`src/rtl/backprop_pkg.sv`:
```
// ============================================================================
// Module : backprop_pkg
// Brief  : Shared types and constants for the backprop issue sequencer.
// Rev    : 1.0 - initial release
// ============================================================================
`default_nettype none

package backprop_pkg;

    localparam int INDEX_W = 32;

    typedef enum logic [2:0] {
        IDLE  = 3'd0,
        SIZE  = 3'd1,
        FETCH = 3'd2,
        WAIT  = 3'd3,
        EMIT  = 3'd4,
        DONE  = 3'd5
    } issuer_state_t;

endpackage

`default_nettype wire

```
`src/rtl/issue_hold_reg.sv`:
```
// ============================================================================
// Module : issue_hold_reg
// Brief  : Load-enabled holding register for the five issue-bus fields.
// Rev    : 1.0 - initial release
// ============================================================================
`default_nettype none

module issue_hold_reg
    import backprop_pkg::*;
#(
    parameter int size      = 3,
    parameter int data_size = 16
) (
    input  logic                        clk,
    input  logic                        rst_n,
    input  logic                        i_load,
    input  logic                        i_is_cost,
    input  logic [data_size*size-1:0]   i_predict_value,
    input  logic [data_size*size-1:0]   i_z,
    input  logic [INDEX_W-1:0]          i_layer_index,
    input  logic [INDEX_W-1:0]          i_row_index,
    output logic                        o_is_cost,
    output logic [data_size*size-1:0]   o_predict_value,
    output logic [data_size*size-1:0]   o_z,
    output logic [INDEX_W-1:0]          o_layer_index,
    output logic [INDEX_W-1:0]          o_row_index
);

    always_ff @(posedge clk or negedge rst_n) begin
        if (!rst_n) begin
            o_is_cost       <= 1'b0;
            o_predict_value <= '0;
            o_z             <= '0;
            o_layer_index   <= '0;
            o_row_index     <= '0;
        end else if (i_load) begin
            o_is_cost       <= i_is_cost;
            o_predict_value <= i_predict_value;
            o_z             <= i_z;
            o_layer_index   <= i_layer_index;
            o_row_index     <= i_row_index;
        end
    end

endmodule

`default_nettype wire

```
`src/rtl/diff_stage_issuer.sv`:
```
// ============================================================================
// Module : diff_stage_issuer
// Brief  : Walks layers last-to-first and rows first-to-last, fetching each
//          row from the activation buffer and issuing it with valid/ready.
//          Optional stall counter built when ISSUER_PERF_CNT_EN is defined.
// Rev    : 1.0 - initial release
// ============================================================================
`default_nettype none

module diff_stage_issuer
    import backprop_pkg::*;
#(
    parameter int size      = 3,
    parameter int data_size = 16
) (
    input  logic                        clk,
    input  logic                        rst_n,
    input  logic                        start,
    input  logic [INDEX_W-1:0]          num_layers,
    output logic [INDEX_W-1:0]          rc_layer_index,
    input  logic [INDEX_W-1:0]          rc_row_count,
    output logic                        act_rd_en,
    output logic [INDEX_W-1:0]          act_layer_index,
    output logic [INDEX_W-1:0]          act_row_index,
    input  logic [data_size*size-1:0]   act_predict_value,
    input  logic [data_size*size-1:0]   act_z,
    output logic                        out_valid,
    input  logic                        out_ready,
    output logic                        is_cost_layer,
    output logic [data_size*size-1:0]   predict_value,
    output logic [data_size*size-1:0]   z,
    output logic [INDEX_W-1:0]          w_layer_index,
    output logic [INDEX_W-1:0]          w_row_index,
    output logic                        busy,
    output logic                        done,
    output logic [INDEX_W-1:0]          stall_cycles
);

    issuer_state_t          r_state;
    issuer_state_t          w_next_state;

    logic [INDEX_W-1:0]     r_num_layers;
    logic [INDEX_W-1:0]     r_layer;
    logic [INDEX_W-1:0]     r_row;
    logic [INDEX_W-1:0]     r_count;
    logic                   r_out_valid;
    logic                   r_done;

    logic                   w_start_acc;
    logic                   w_more_rows;
    logic                   w_is_cost;
    logic                   w_handshake;

    assign w_start_acc = start && (r_state == IDLE);
    assign w_handshake = r_out_valid && out_ready;
    // 33-bit compare keeps row+1 from wrapping
    assign w_more_rows = ({1'b0, r_row} + 33'd1) < {1'b0, r_count};
    assign w_is_cost   = (r_layer == (r_num_layers - 1'b1));

    // State register
    always_ff @(posedge clk or negedge rst_n) begin
        if (!rst_n) begin
            r_state <= IDLE;
        end else begin
            r_state <= w_next_state;
        end
    end

    // Next-state logic
    always_comb begin
        w_next_state = r_state;
        case (r_state)
            IDLE: begin
                if (start) begin
                    w_next_state = (num_layers == '0) ? DONE : SIZE;
                end
            end
            SIZE: begin
                if (rc_row_count == '0) begin
                    w_next_state = (r_layer == '0) ? DONE : SIZE;
                end else begin
                    w_next_state = FETCH;
                end
            end
            FETCH:   w_next_state = WAIT;
            WAIT:    w_next_state = EMIT;
            EMIT: begin
                if (w_handshake) begin
                    if (w_more_rows) begin
                        w_next_state = FETCH;
                    end else if (r_layer != '0) begin
                        w_next_state = SIZE;
                    end else begin
                        w_next_state = DONE;
                    end
                end
            end
            DONE:    w_next_state = IDLE;
            default: w_next_state = IDLE;
        endcase
    end

    // Output logic
    always_comb begin
        rc_layer_index  = '0;
        act_rd_en       = 1'b0;
        act_layer_index = '0;
        act_row_index   = '0;
        busy            = 1'b0;
        case (r_state)
            SIZE: begin
                rc_layer_index = r_layer;
                busy           = 1'b1;
            end
            FETCH: begin
                act_rd_en       = 1'b1;
                act_layer_index = r_layer;
                act_row_index   = r_row;
                busy            = 1'b1;
            end
            WAIT:    busy = 1'b1;
            EMIT:    busy = 1'b1;
            default: busy = 1'b0;
        endcase
    end

    // Layer/row walk, row-count latch and handshake flags
    always_ff @(posedge clk or negedge rst_n) begin
        if (!rst_n) begin
            r_num_layers <= '0;
            r_layer      <= '0;
            r_row        <= '0;
            r_count      <= '0;
            r_out_valid  <= 1'b0;
            r_done       <= 1'b0;
        end else begin
            r_done <= (r_state == DONE);
            case (r_state)
                IDLE: begin
                    if (start) begin
                        r_num_layers <= num_layers;
                        r_layer      <= num_layers - 1'b1;
                        r_row        <= '0;
                    end
                end
                SIZE: begin
                    r_count <= rc_row_count;
                    if ((rc_row_count == '0) && (r_layer != '0)) begin
                        r_layer <= r_layer - 1'b1;
                    end
                end
                WAIT: r_out_valid <= 1'b1;
                EMIT: begin
                    if (w_handshake) begin
                        r_out_valid <= 1'b0;
                        if (w_more_rows) begin
                            r_row <= r_row + 1'b1;
                        end else if (r_layer != '0) begin
                            r_layer <= r_layer - 1'b1;
                            r_row   <= '0;
                        end
                    end
                end
                default: ;
            endcase
        end
    end

    issue_hold_reg #(
        .size      (size),
        .data_size (data_size)
    ) u_hold (
        .clk             (clk),
        .rst_n           (rst_n),
        .i_load          (r_state == WAIT),
        .i_is_cost       (w_is_cost),
        .i_predict_value (act_predict_value),
        .i_z             (act_z),
        .i_layer_index   (r_layer),
        .i_row_index     (r_row),
        .o_is_cost       (is_cost_layer),
        .o_predict_value (predict_value),
        .o_z             (z),
        .o_layer_index   (w_layer_index),
        .o_row_index     (w_row_index)
    );

    assign out_valid = r_out_valid;
    assign done      = r_done;

`ifdef ISSUER_PERF_CNT_EN
    logic [INDEX_W-1:0] r_stall_cnt;

    always_ff @(posedge clk or negedge rst_n) begin
        if (!rst_n) begin
            r_stall_cnt <= '0;
        end else if (w_start_acc) begin
            r_stall_cnt <= '0;
        end else if (r_out_valid && !out_ready && (r_stall_cnt != '1)) begin
            r_stall_cnt <= r_stall_cnt + 1'b1;
        end
    end

    assign stall_cycles = r_stall_cnt;
`else
    assign stall_cycles = '0;
    logic w_unused;
    assign w_unused = w_start_acc;
`endif

endmodule

`default_nettype wire

```
`config.mk`:
```
export PLATFORM = sky130hd
export DESIGN_NAME = diff_stage_issuer
export DESIGN_NICKNAME = d
export VERILOG_FILES = /design/src/rtl/backprop_pkg.sv /design/src/rtl/issue_hold_reg.sv /design/src/rtl/diff_stage_issuer.sv
export SDC_FILE = /design/constraint.sdc
export NUM_CORES = 1
export LEC_CHECK = 0
export BUFFER_PORTS_ARGS = -buffer_cell sky130_fd_sc_hd__buf_4
export CAP_MARGIN = 20
export CORE_MARGIN = 10
export CORE_UTILIZATION = 53
export CTS_CLUSTER_SIZE = 10
export DETAILED_ROUTE_END_ITERATION = 10
export PLACE_DENSITY = 0.81
export SLEW_MARGIN = 20
export SYNTH_ARGS = -nofsm -noshare
export SYNTH_HDL_FRONTEND = slang
export SYNTH_SLANG_ARGS = --single-unit
```
`constraint.sdc`:
```
create_clock -name clk -period 6.54 [get_ports clk]
set_input_delay 0.327 -clock clk [delete_from_list [all_inputs] [get_ports clk]]
set_output_delay 0.327 -clock clk [all_outputs]
set_load 0.03 [all_outputs]
```
=== Yosys cells after proc, flatten, opt, wreduce, memory -nomap -nowiden ===
Cells that the tools add are included.

* Logic and storage cells: 72
* Flip-flop bits (word level): 294
* Input port bits: 164

* $add $sub $neg: 5
* Equality and inequality tests: 12
* Magnitude comparators: 1
* Mux-type cells: 26
* Reduce and logical (&&, ||, !) cells: 16

{| class="wikitable"
|+ Operator list
! operator !! count
|-
| two-way mux 32 bit || 12
|-
| zero test 32 bit || 3
|-
| one-hot mux 32 bit (3 select lines) || 1
|-
| subtractor 32 x 1 -> 32 bit, second input constant || 3
|-
| one-hot mux 32 bit (2 select lines) || 1
|-
| adder 32 x 1 -> 33 bit, second input constant || 1
|-
| < comparator 33 x 32 -> 1 bit || 1
|-
| adder 32 x 1 -> 32 bit, second input constant || 1
|-
| == test 32 bit || 1
|-
| nonzero test 32 bit || 1
|-
| two-way mux 3 bit || 7
|-
| one-hot mux 3 bit (5 select lines) || 1
|-
| inequality test 2 bit, second input constant || 5
|-
| == test 3 x 2 -> 1 bit, second input constant || 2
|-
| == test 3 bit, second input constant || 2
|-
| AND reduction 2 bit || 3
|-
| AND reduction 6 bit || 1
|-
| AND reduction 4 bit || 1
|-
| nonzero test 2 bit || 2
|-
| OR reduction 4 bit || 1
|-
| == test 3 x 1 -> 1 bit, second input constant || 1
|-
| zero test 3 bit || 1
|-
| two-way mux 1 bit || 3
|-
| inequality test 3 bit, second input constant || 1
|-
| other kinds (3) || 4
|}

=== Logic depth before layout (Yosys ltp) ===
* Word-level depth: 5
* Depth in mapped cells: 21

=== Modules after synthesis ===
Synthesis repeated with hierarchy kept, for this count alone.

* Cells, all modules: 1723
* Area, all modules: 16826.1 sq um

{| class="wikitable"
|+ Modules (own cells, without submodules)
! module !! instances !! cells an instance !! area each (sq um)
|-
| diff_stage_issuer || 1 || 1383 || 10487.6
|-
| issue_hold_reg || 1 || 340 || 6338.6
|}

=== Worst setup path before layout ===
Ideal clock, no wire load.

* Kind: reg2reg
* Start: register r_state[2]
* End: register r_layer[28]
* Library setup time: 94 ps
* Cell stages (with the launch flop): 16
* Period minus slack after synthesis: 4475 ps
* Arrival time: 4381 ps
* Required time: 6446 ps
* Path slack: 2065 ps
* Cell sequence: dfrtp_1 -> clkbuf_1 -> xnor2_1 -> nor2_1 -> clkbuf_1 -> clkbuf_1 -> clkbuf_1 -> mux2i_1 -> ha_1 -> or4b_2 -> nor3_1 -> nand3_1 -> a22oi_1 -> and3_1 -> o21ai_0 -> a221oi_2

* Longest elaborated chain between the ends: 3

{| class="wikitable"
|+ RTL lines
! item !! RTL line !! source
|-
| start: declaration || diff_stage_issuer.sv:39 || <nowiki>issuer_state_t r_state;</nowiki>
|-
| start signal: assignment || diff_stage_issuer.sv:65 || <nowiki>r_state <= w_next_state;</nowiki>
|-
| == test 3 x 1 -> 1 bit (tied with other cells) || diff_stage_issuer.sv:138 || <nowiki>case (r_state)</nowiki>
|-
| inequality test 2 bit (no line) or nonzero test 3 bit (tied branches) || n/a ||
|-
| AND reduction 6 bit (no line) || n/a ||
|-
| end signal: assignment || diff_stage_issuer.sv:142 || <nowiki>r_layer <= num_layers - 1'b1;</nowiki>
|-
| end signal: assignment || diff_stage_issuer.sv:149 || <nowiki>r_layer <= r_layer - 1'b1;</nowiki>
|-
| end signal: assignment || diff_stage_issuer.sv:159 || <nowiki>r_layer <= r_layer - 1'b1;</nowiki>
|-
| end: declaration || diff_stage_issuer.sv:43 || <nowiki>logic [INDEX_W-1:0] r_layer;</nowiki>
|}

Several ways; a longest one is shown, not always the timed one.
A chain may end at the register's enable or synchronous reset.

=== Worst setup path after layout ===
* Start: register r_row[4]
* End: register r_layer[9]

* Longest elaborated chain between the ends: 4

{| class="wikitable"
|+ RTL lines
! item !! RTL line !! source
|-
| start: declaration || diff_stage_issuer.sv:44 || <nowiki>logic [INDEX_W-1:0] r_row;</nowiki>
|-
| start signal: assignment || diff_stage_issuer.sv:157 || <nowiki>r_row <= r_row + 1'b1;</nowiki>
|-
| adder 32 x 1 -> 33 bit || diff_stage_issuer.sv:57 || <nowiki>assign w_more_rows = ({1'b0, r_row} + 33'd1) < {1'b0, r_count};</nowiki>
|-
| < comparator 33 x 32 -> 1 bit || diff_stage_issuer.sv:57 ||
|-
| inequality test 2 bit (no line) || n/a ||
|-
| AND reduction 6 bit (no line) || n/a ||
|}

Every way passes these cells.

==> impl_metrics.prom <==
# TYPE chip_impl_metric gauge
chip_impl_metric{name="netlist_instances",unit=""} 1611
chip_impl_metric{name="ff2ff_path_depth",unit=""} 16
chip_impl_info{name="crit_path_end",value="r_layer[9]"} 1
chip_impl_metric{name="ys_types",unit=""} 77
chip_impl_metric{name="finalClockSkew",unit="ns"} 0.0282
chip_impl_metric{name="drc",unit=""} 0
chip_impl_metric{name="slew_violations",unit=""} 0
chip_impl_metric{name="achievable-frequency",unit="MHz"} 204
chip_impl_metric{name="largest_vdd_supply_drop",unit="mV"} 0.363
chip_impl_info{name="netlist_top_cells_area",value="sky130_fd_sc_hd__dfrtp_1 (45%), sky130_fd_sc_hd__mux2_2 (12%), sky130_fd_sc_hd__and2_1 (3.2%)"} 1
chip_impl_info{name="synthMostInstantiatedCell",value="sky130_fd_sc_hd__dfrtp_1"} 1
chip_impl_metric{name="first_global_vias",unit=""} 14300
chip_impl_metric{name="worst-slew-pin-transition",unit="ns"} 1.08
chip_impl_metric{name="cp_max_fo",unit=""} 26
chip_impl_metric{name="fin_tns_setup",unit="ns"} 0
chip_impl_metric{name="pwr_density_cell",unit="nW/um^2"} 505
chip_impl_metric{name="cp.required",unit="ns"} 6.89
chip_impl_metric{name="ys.warnings.count",unit=""} 0
chip_impl_metric{name="post-layout-total-power",unit="mW"} 10.5
chip_impl_metric{name="syn-mean-instance-area",unit="um^2"} 10.1
chip_impl_metric{name="place_congestion",unit=""} 0.904
chip_impl_metric{name="numClockSinks",unit=""} 294
chip_impl_metric{name="postSynth.asyncResetShare",unit="%"} 100
chip_impl_metric{name="grt.overflow.total",unit=""} 0
chip_impl_info{name="netlist_top_cells_count",value="sky130_fd_sc_hd__dfrtp_1 (294), sky130_fd_sc_hd__mux2_2 (181), sky130_fd_sc_hd__nand2_1 (133), sky130_fd_sc_hd__o21ai_0 (100), sky130_fd_sc_hd__and2_1 (84)"} 1
chip_impl_metric{name="global_route.usage.total",unit="%"} 27.2
chip_impl_info{name="worst_reg2reg_path_endpoint",value="r_layer[9]"} 1
chip_impl_info{name="clock_tree.root_cell",value="sky130_fd_sc_hd__clkbuf_16"} 1
chip_impl_metric{name="core_area",unit="um^2"} 30500
chip_impl_metric{name="holdPathStages",unit=""} 3
chip_impl_metric{name="synth_enable_flop_cells",unit=""} 0
chip_impl_metric{name="grt_antenna_before_repair",unit=""} 3
chip_impl_metric{name="slew-limit-headroom",unit="%"} 28.1
chip_impl_metric{name="via_count_of_the_routed_design",unit=""} 14100
chip_impl_metric{name="ys_seq_elements",unit=""} 294
chip_impl_metric{name="max-cap-violations",unit=""} 0
chip_impl_metric{name="clock_latency",unit="ns"} 0.54
chip_impl_metric{name="cts_hold_buffers",unit=""} 8
chip_impl_metric{name="hold_viol",unit=""} 0
chip_impl_metric{name="layout-area-overhead-vs-synth",unit="%"} 27.1
chip_impl_info{name="netlist.top_cell.by_area",value="sky130_fd_sc_hd__dfrtp_1"} 1
chip_impl_metric{name="synth.cell_area",unit="um^2"} 16300
chip_impl_metric{name="initial_utilization",unit="%"} 53.5
chip_impl_metric{name="die_height",unit="um"} 195
chip_impl_metric{name="crit_path_dat",unit="ns"} 5.25
chip_impl_metric{name="route.detailed.wl_per_inst",unit="um"} 22.6
chip_impl_metric{name="totalWireLength",unit="um"} 54200
chip_impl_info{name="unrepaired_setup_endpoints_after_global_routing",value="false"} 1
chip_impl_metric{name="hpwl",unit="um"} 40100
chip_impl_metric{name="cts_buffer_depth",unit=""} 3
chip_impl_metric{name="port_buffers",unit=""} 424
chip_impl_metric{name="final_layout_size_suffix_gt1_share",unit="%"} 36.1
chip_impl_metric{name="final_min_period_over_clock_period",unit="%"} 75.0
chip_impl_metric{name="seq_area_frac_synth",unit="%"} 45.1
chip_impl_metric{name="die_x",unit="um"} 195
chip_impl_metric{name="fp.dieArea",unit="um^2"} 38200
chip_impl_metric{name="synth_top_area_share",unit="%"} 45.1
chip_impl_metric{name="drt_first_iter_violations",unit=""} 944
chip_impl_info{name="postSynth.topFlopCell",value="sky130_fd_sc_hd__dfrtp_1"} 1
chip_impl_metric{name="grt_start_max_net_pins",unit=""} 178
chip_impl_metric{name="first_pass_iters",unit=""} 5
chip_impl_metric{name="routed_via_density",unit=""} 5.88
chip_impl_metric{name="first_pass_grt_wire_length",unit="um"} 84100
chip_impl_info{name="status",value="complete, no violations"} 1
chip_impl_metric{name="postRouteAntennaNets",unit=""} 0
chip_impl_info{name="worstHoldPathType",value="in -> reg"} 1
chip_impl_info{name="start_kind",value="register"} 1
chip_impl_metric{name="clk_transition_reported_paths",unit="ns"} 0.06
chip_impl_info{name="timing.rr.start",value="r_row[4]"} 1
chip_impl_metric{name="cts_inserted_buffers",unit=""} 37
chip_impl_metric{name="nFillCells",unit=""} 2251
chip_impl_metric{name="setup.reg_to_reg.worst_slack",unit="ns"} 1.64
chip_impl_metric{name="ios",unit=""} 457
chip_impl_info{name="cts_tree",value="built"} 1
chip_impl_info{name="timing.setup.critical_path_class",value="reg -> reg"} 1
chip_impl_metric{name="design.final.nets",unit=""} 2179
chip_impl_metric{name="period_minus_slack",unit="ns"} 4.90
chip_impl_metric{name="num_rows",unit=""} 64
chip_impl_metric{name="postCtsSetupRepairBufs",unit=""} 0
chip_impl_metric{name="static-leakage-power",unit="nW"} 9.52
chip_impl_metric{name="post_cts.resized_instances",unit=""} 0
chip_impl_metric{name="cts_max_level",unit=""} 2
chip_impl_info{name="timing.critical_path.from",value="r_row[4]"} 1
chip_impl_metric{name="setup_viol",unit=""} 0
chip_impl_info{name="endpoint_kind",value="register"} 1
## placed cells by master (no fill, tap or decap), drive strengths merged, types with 5 or more instances in the layout
| cell type | n |
|---|---|
| nor4 | 34 |
| nand2b | 11 |
| o211ai | 7 |
| o41ai | 6 |
| nand3b | 6 |
| a22o | 14 |
| mux2 | 181 |
| or4 | 21 |
| conb | 32 |
| mux2i | 16 |
| and2 | 84 |
| nand4 | 18 |
| xnor2 | 51 |
| o21a | 5 |
| nor2b | 6 |
| buf | 438 |
| or3 | 12 |
| a221oi | 14 |
| inv | 56 |
| and4 | 5 |
| o21ai | 105 |
| a2111oi | 5 |
| dfrtp | 294 |
| or2 | 7 |
| clkbuf | 48 |
| a21oi | 65 |
| a31oi | 22 |
| nand3 | 37 |
| nor2 | 57 |
| clkinv | 5 |
| nor3 | 60 |
| a211oi | 14 |
| dlygate4sd3 | 8 |
| xor2 | 26 |
| and3 | 13 |
| o31ai | 7 |
| ha | 34 |
| nand2 | 133 |
## cells by family after synthesis
kind of cell | count (synthesis) | share of synthesized area, %
xor+xnor | 77 | 4.13
buf+inv | 201 | 5.75
simple gates | 513 | 16.7
other cells | 1 | 0.0230
compound gates | 294 | 12.2
fa+ha+maj | 34 | 2.61
mux | 197 | 13.5
flops | 294 | 45.1
## registers in the layout, summed over array words and instances, names as in the netlist, 3 cells and up
register                count
r_count                    32
r_layer                    32
r_num_layers               32
r_row                      32
r_state                     3
u_hold.o_layer_index       32
u_hold.o_predict_value     48
u_hold.o_row_index         32
u_hold.o_z                 48
## worst min-delay path by stage
stage / startpoint / endpoint / slack (ns)
global route: rc_row_count[10] / r_count[10] / 0.02
global placement: u_hold.o_layer_index[16] / u_hold.o_layer_index[16] / 0.46
CTS: rc_row_count[28] / r_count[28] / 0.002
finish: rc_row_count[28] / r_count[28] / 0.02
detailed placement: u_hold.o_layer_index[19] / u_hold.o_layer_index[19] / 0.47
floorplan: rst_n / done / 0.03
## layer usage
metal,wire [um],up-vias,GRT usage (%)
met3,4010,101,6.53
met1,20700,6952,31.6
met5,32,-,0
met2,27700,591,48.0
met4,1740,4,9.13
li1,-,6427,-
## report_power, final
part	internal, mW	total, mW	switching [mW]
logic	2.13	5.36	3.23
registers	2.55	3.25	0.702
clock network	1.09	1.86	0.764
total	5.77	10.5	4.70
## critical path, stage by stage (launching register included)
cell,delay (ns)
sky130_fd_sc_hd__dfrtp_1,0.48
sky130_fd_sc_hd__nand3_1,0.21
sky130_fd_sc_hd__nor3_1,0.22
sky130_fd_sc_hd__buf_4,0.20
sky130_fd_sc_hd__nand4_1,0.19
sky130_fd_sc_hd__nor3_1,0.44
sky130_fd_sc_hd__and3_1,0.32
sky130_fd_sc_hd__and3_1,0.22
sky130_fd_sc_hd__xnor2_1,0.08
sky130_fd_sc_hd__ha_1,0.30
sky130_fd_sc_hd__nand3_1,0.11
sky130_fd_sc_hd__nor4_1,0.42
sky130_fd_sc_hd__o31ai_1,0.14
sky130_fd_sc_hd__o211a_1,0.26
sky130_fd_sc_hd__o221a_4,0.43
sky130_fd_sc_hd__a2111oi_0,0.56
sky130_fd_sc_hd__a311oi_1,0.12
## cell type report
class | instances | area (um^2) | area share (%)
diodes | 1 | 2.50 | 0.0121
multi-input cells | 1147 | 8170 | 39.4
inverters | 55 | 206 | 0.995
repair buffers | 446 | 3430 | 16.6
clock buffers | 48 | 1030 | 4.95
clock inverters | 6 | 56.3 | 0.271
flip-flops and latches | 294 | 7360 | 35.5
well taps | 396 | 495 | 2.39
## per-stage QoR
stage | cell area (um^2) | std cells | utilization, % | hold WS (ns) | setup slack, ns
6_report | 20700 | 2393 | 68.0 | 0.0194 | 1.64
3_5_place_dp | 19500 | 2328 | 64.0 | 0.471 | 1.77
3_3_place_gp | 19500 | 2328 | 64.0 | 0.465 | 1.86
4_1_cts | 20700 | 2390 | 67.8 | 0.00164 | 1.71
2_1_floorplan | 16400 | 1642 | - | 0.0314 | 2.07
5_1_grt | 20700 | 2392 | 68.0 | 0.0160 | 1.19
No activity file was read; power rests on OpenSTA's default activity.
